File: config.mk
export PLATFORM = sky130hd
export DESIGN_NAME = spi_master
export DESIGN_NICKNAME = d
export VERILOG_FILES = /design/src/rtl/spi_master.sv
export SDC_FILE = /design/constraint.sdc
export NUM_CORES = 1
export LEC_CHECK = 0
export CAP_MARGIN = 20
export CORE_ASPECT_RATIO = 1.25
export CORE_MARGIN = 2
export CORE_UTILIZATION = 40
export CTS_CLUSTER_SIZE = 28
export DETAILED_ROUTE_END_ITERATION = 8
export SKIP_CTS_REPAIR_TIMING = 1
export SLEW_MARGIN = 40
export SYNTH_ARGS = -nofsm -noshare
export SYNTH_HDL_FRONTEND = slang
export SYNTH_SLANG_ARGS = --single-unit
File: constraint.sdc
create_clock -name ext_clk -period 2.6 [get_ports ext_clk]
set_input_delay 0.52 -clock ext_clk [delete_from_list [all_inputs] [get_ports ext_clk]]
set_output_delay 0.52 -clock ext_clk [all_outputs]
set_load 0.05 [all_outputs]
File: src/rtl/spi_master.sv
// rtl/spi_master.sv - SPI mode-0 byte master with slave-select hold for back-to-back transfers
module spi_master #(
  parameter int CLK_DIV  = 8,
  parameter int SS_SETUP = 8,
  parameter int GAP      = 16
) (
  input  logic       ext_clk,
  input  logic       rst,
  input  logic       start,
  input  logic [7:0] send_data,
  input  logic       hold_ss,
  output logic       ready,
  output logic [7:0] recv_data,
  output logic       recv_ready,
  output logic       sclk,
  output logic       mosi,
  input  logic       miso,
  output logic       ss
);

  typedef enum logic [2:0] {
    ST_IDLE,
    ST_SETUP,
    ST_SHIFT,
    ST_GAP,
    ST_HOLD
  } state_t;

  // Terminal counts: each phase lasts N cycles, counted 0..N-1.
  localparam logic [7:0] DIV_LAST   = 8'(CLK_DIV - 1);
  localparam logic [7:0] SETUP_LAST = 8'(SS_SETUP - 1);
  localparam logic [7:0] GAP_LAST   = 8'(GAP - 1);

  state_t      state_q, state_d;
  logic [7:0]  cnt_q, cnt_d;
  logic [3:0]  bit_cnt_q, bit_cnt_d;
  logic [7:0]  tx_shift_q, tx_shift_d;
  logic [7:0]  rx_shift_q, rx_shift_d;
  logic [7:0]  recv_data_q, recv_data_d;
  logic        recv_ready_q, recv_ready_d;
  logic        sclk_q, sclk_d;
  logic        mosi_q, mosi_d;
  logic        ss_q, ss_d;
  logic        ready_q, ready_d;
  logic        miso_meta_q, miso_sync_q;
  logic        accept;

  // Next-state and registered-output logic; every output is derived from the next state.
  always_comb begin
    state_d      = state_q;
    cnt_d        = cnt_q;
    bit_cnt_d    = bit_cnt_q;
    tx_shift_d   = tx_shift_q;
    rx_shift_d   = rx_shift_q;
    recv_data_d  = recv_data_q;
    recv_ready_d = 1'b0;
    sclk_d       = sclk_q;
    mosi_d       = mosi_q;
    accept       = start & ready_q;

    case (state_q)
      ST_IDLE: begin
        sclk_d = 1'b0;
        if (accept) begin
          state_d    = ST_SETUP;
          cnt_d      = 8'd0;
          bit_cnt_d  = 4'd0;
          tx_shift_d = send_data;
          mosi_d     = send_data[7];
        end
      end

      ST_HOLD: begin
        sclk_d = 1'b0;
        // A new byte wins over releasing the slave.
        if (accept) begin
          state_d    = ST_SETUP;
          cnt_d      = 8'd0;
          bit_cnt_d  = 4'd0;
          tx_shift_d = send_data;
          mosi_d     = send_data[7];
        end else if (!hold_ss) begin
          state_d = ST_IDLE;
        end
      end

      ST_SETUP: begin
        sclk_d = 1'b0;
        mosi_d = tx_shift_q[7];
        if (cnt_q == SETUP_LAST) begin
          state_d = ST_SHIFT;
          cnt_d   = 8'd0;
          sclk_d  = 1'b1;
        end else begin
          cnt_d = cnt_q + 8'd1;
        end
      end

      ST_SHIFT: begin
        if (cnt_q == DIV_LAST) begin
          cnt_d = 8'd0;
          if (sclk_q) begin
            // Falling edge: capture the bit held during the high phase, present the next one.
            sclk_d     = 1'b0;
            rx_shift_d = {rx_shift_q[6:0], miso_sync_q};
            bit_cnt_d  = bit_cnt_q + 4'd1;
            if (bit_cnt_q != 4'd7) begin
              tx_shift_d = {tx_shift_q[6:0], 1'b0};
              mosi_d     = tx_shift_q[6];
            end
          end else if (bit_cnt_q == 4'd8) begin
            // Last low half-period is complete: hand the byte over.
            state_d      = ST_GAP;
            recv_data_d  = rx_shift_q;
            recv_ready_d = 1'b1;
          end else begin
            sclk_d = 1'b1;
          end
        end else begin
          cnt_d = cnt_q + 8'd1;
        end
      end

      ST_GAP: begin
        sclk_d = 1'b0;
        if (cnt_q == GAP_LAST) begin
          cnt_d   = 8'd0;
          state_d = hold_ss ? ST_HOLD : ST_IDLE;
        end else begin
          cnt_d = cnt_q + 8'd1;
        end
      end

      default: begin
        state_d = ST_IDLE;
        sclk_d  = 1'b0;
      end
    endcase

    ss_d    = (state_d == ST_IDLE);
    ready_d = (state_d == ST_IDLE) || (state_d == ST_HOLD);
  end

  // State and output registers with synchronous reset.
  always_ff @(posedge ext_clk) begin
    if (rst) begin
      state_q      <= ST_IDLE;
      cnt_q        <= 8'd0;
      bit_cnt_q    <= 4'd0;
      tx_shift_q   <= 8'd0;
      rx_shift_q   <= 8'd0;
      recv_data_q  <= 8'd0;
      recv_ready_q <= 1'b0;
      sclk_q       <= 1'b0;
      mosi_q       <= 1'b0;
      ss_q         <= 1'b1;
      ready_q      <= 1'b0;
    end else begin
      state_q      <= state_d;
      cnt_q        <= cnt_d;
      bit_cnt_q    <= bit_cnt_d;
      tx_shift_q   <= tx_shift_d;
      rx_shift_q   <= rx_shift_d;
      recv_data_q  <= recv_data_d;
      recv_ready_q <= recv_ready_d;
      sclk_q       <= sclk_d;
      mosi_q       <= mosi_d;
      ss_q         <= ss_d;
      ready_q      <= ready_d;
    end
  end

  // Two-flop synchronizer for the slave's data line.
  always_ff @(posedge ext_clk) begin
    if (rst) begin
      miso_meta_q <= 1'b0;
      miso_sync_q <= 1'b0;
    end else begin
      miso_meta_q <= miso;
      miso_sync_q <= miso_meta_q;
    end
  end

  assign ready      = ready_q;
  assign recv_data  = recv_data_q;
  assign recv_ready = recv_ready_q;
  assign sclk       = sclk_q;
  assign mosi       = mosi_q;
  assign ss         = ss_q;

endmodule

==> flow_metrics.env <==
export IMPL_status="completed"
export IMPL_postSynthCellCount=236
export IMPL_p_leak_nw=1.066
export IMPL_syn_nets=252
export IMPL_rsz0062_at_grt="false"
export IMPL_clkLatencyLatePin_ns=0.31
export IMPL_hp_start="miso_meta_q"
export IMPL_min_to="miso_sync_q"
export IMPL_route_met3_wl_um=218
export IMPL_portBuffers=25
export IMPL_cts_tree="built"
export IMPL_drive_gt1_share_pct=11.83
export IMPL_antenna_found_initial=0
export IMPL_htreeDepth=2
export IMPL_routed_top_layer="met4"
export IMPL_synth_area_top_cells="dfxtp_1, mux2i_1, nor2_1"
export IMPL_r2r_cells=4
export IMPL_grt_use_total_pct=15.87
export IMPL_setup_tns_final_ns=0
export IMPL_grt_max_degree=24
export IMPL_timing_fmax_mhz=469.3
export IMPL_instances_no_fill=326
export IMPL_path_cells="nor3b_2 > and4b_1 > or3_1 > mux2_4"
export IMPL_wl_met1_um=2079
export IMPL_drc=0
export IMPL_placeableCoreArea_um2=5368
export IMPL_powerDensity_nw_per_um2=509.6
export IMPL_syn_area_per_cell_um2=9.352
export IMPL_yosysUniqueCellTypes=40
export IMPL_cp_start_kind="flip-flop"
export IMPL_avgViaCountPerCell=5.454
export IMPL_reg2reg_to="tx_shift_q[4]"
export IMPL_first_iter_violations=156
export IMPL_crit_type="flip-flop to flip-flop"
export IMPL_top_level_ports=26
export IMPL_syn2layout_area_growth_pct=19.78
export IMPL_dr_pass1_iters=4
export IMPL_reg2reg_from="state_q[1]"
export IMPL_nFillCells=513
export IMPL_synth_ff_type="dfxtp_1"
export IMPL_rows=30
export IMPL_slowest_stage="dfxtp_1"
export IMPL_initial_core_util_pct=41.12
export IMPL_cts_buffers=5
export IMPL_grt_pass1_vias=1649
export IMPL_finalCritPeriodShare_pct=81.96
export IMPL_dieArea_um2=6132
export IMPL_final_antenna_net_count=0
export IMPL_max_cap_viol_count=0
export IMPL_crit_path_max_fanout=14
export IMPL_wl_met2_um=2160
export IMPL_endpoint_kind="flip-flop"
export IMPL_post_synth_top_count_cell="dfxtp_1"
export IMPL_ys_top_cells_by_count="dfxtp_1, nor2_1, mux2i_1"
export IMPL_die_h_um=87.05
export IMPL_synth_cell_area_um2=2207
export IMPL_wl_per_cell_um=13.93
export IMPL_yosysTopAreaCellShare_pct=41.72
export IMPL_via_count=1778
export IMPL_routed_wl_um=4542
export IMPL_hold_depth=1
export IMPL_die_w_um=70.44
export IMPL_grt_overflow=0
export IMPL_ys_seq_elements=46
export IMPL_hp_class="flip-flop to flip-flop"
export IMPL_gpl_final_weighted_congestion=0.8040
export IMPL_final_nets=277
export IMPL_clock_sinks=46
export IMPL_synth_warning_count=0
export IMPL_max_stage_delay_ns=0.62
export IMPL_r2r_slack_ns=0.47
export IMPL_finalCriticalPeriod_ns=2.131
export IMPL_synthArstFlopShare_pct=0
export IMPL_cts_root_buf="clkbuf_8"
export IMPL_clock_skew_ns=0.007545
export IMPL_grt_pass1_wl_um=7845
export IMPL_setup_viol=0
export IMPL_ir_drop_v=0.0003712
export IMPL_path_clk_slew_ns=0.10
export IMPL_required_ns=2.80
export IMPL_synth_edf_count=0
export IMPL_max_slew_margin_pct=56.52
export IMPL_clk_path_buf_depth=2
export IMPL_drv_slew=0
export IMPL_max_slew_worst_pin_slew_ns=0.6498
export IMPL_synth_seq_area_share_pct=41.72
export IMPL_dp_cells=318
export IMPL_finalHoldViolCount=0
export IMPL_cp_arrival_ns=2.33
export IMPL_diodes=0
export IMPL_synth_top_cell_by_area="dfxtp_1"
export IMPL_dp_hpwl_um=3180
-- worst max-delay path: cells and delay by family, from the launching register on --
kind / cells / cell delay [ns]
simple gates: 3 / 1.08
flops: 1 / 0.62
mux: 1 / 0.34
-- worst max-delay path by stage --
stage | start | endpoint | slack, ns
after floorplan | sclk | tx_shift_q[1] | 0.65
after global placement | start | tx_shift_q[2] | 0.18
after detailed placement | start | tx_shift_q[1] | 0.18
after CTS | sclk | sclk | 0.45
after global routing | state_q[1] | tx_shift_q[4] | 0.34
final | state_q[1] | tx_shift_q[4] | 0.47
-- layout make-up --
type,count,area [um2],share of cell area (%)
timing repair buffer,33,310.3,11.74
inverter,9,33.78,1.278
multi-input combinational,166,1204,45.53
clock inverter,3,26.28,0.9938
sequential,46,920.9,34.83
clock buffer,5,68.82,2.603
tap,64,80.08,3.029
-- per-layer routing --
layer | global-route usage (%) | vias up
li1 | - | 898
met4 | 7.168 | 0
met5 | 0 | -
met2 | 25.64 | 36
met3 | 4.167 | 6
met1 | 19.86 | 838
-- kinds of logic after synthesis --
logic type	after synthesis	share of synthesized area (%)
AOI/OAI and AO/OA	38	11.96
xor gates and xnor gates	2	0.7938
adders and majority gates	3	1.701
buffers and inverters	24	4.308
DFF	46	41.72
muxes	33	16.67
and+or+nand+nor	90	22.85
-- where the power goes --
group | leakage, nW | internal (mW) | switching, mW | total (mW)
clock network | 0.0495 | 0.200 | 0.265 | 0.465
registers | 0.373 | 0.723 | 0.0147 | 0.737
logic | 0.643 | 0.0704 | 0.0746 | 0.145
total | 1.07 | 0.993 | 0.354 | 1.35
-- stage by stage --
stage / utilization, % / hold slack [ns] / area, um2 / worst slack, ns / power [mW]
floorplan: - / 0.4138 / 2207 / 0.6517 / 0.8502
global placement: 47.34 / 0.4187 / 2541 / 0.1835 / 0.8979
detailed placement: 47.34 / 0.4278 / 2541 / 0.1827 / 0.8987
CTS: 49.11 / 0.4529 / 2636 / 0.4545 / 1.369
global route: 49.25 / 0.4569 / 2644 / 0.3365 / 1.417
finish: 49.25 / 0.4481 / 2644 / 0.4691 / 1.347
-- registers in the layout (all words and copies together) (netlist names), 3 cells and up --
name and count:
state_q 3, cnt_q 8, recv_data 8, tx_shift_q 8
bit_cnt_q 4, rx_shift_q 8
-- cell usage in the layout, fill, tap and decap left out, types with 5 or more instances in the layout --
master / count
nor2b_1: 9
nand4_1: 5
mux2_4: 7
clkdlybuf4s50_1: 25
inv_1: 9
buf_4: 8
a31oi_1: 8
dfxtp_1: 46
nor2_1: 31
nand2_1: 10
nand3b_1: 6
mux2i_1: 24
clkbuf_8: 5
nand3_1: 6
a21oi_1: 7
(Power assumes the default switching activity.)
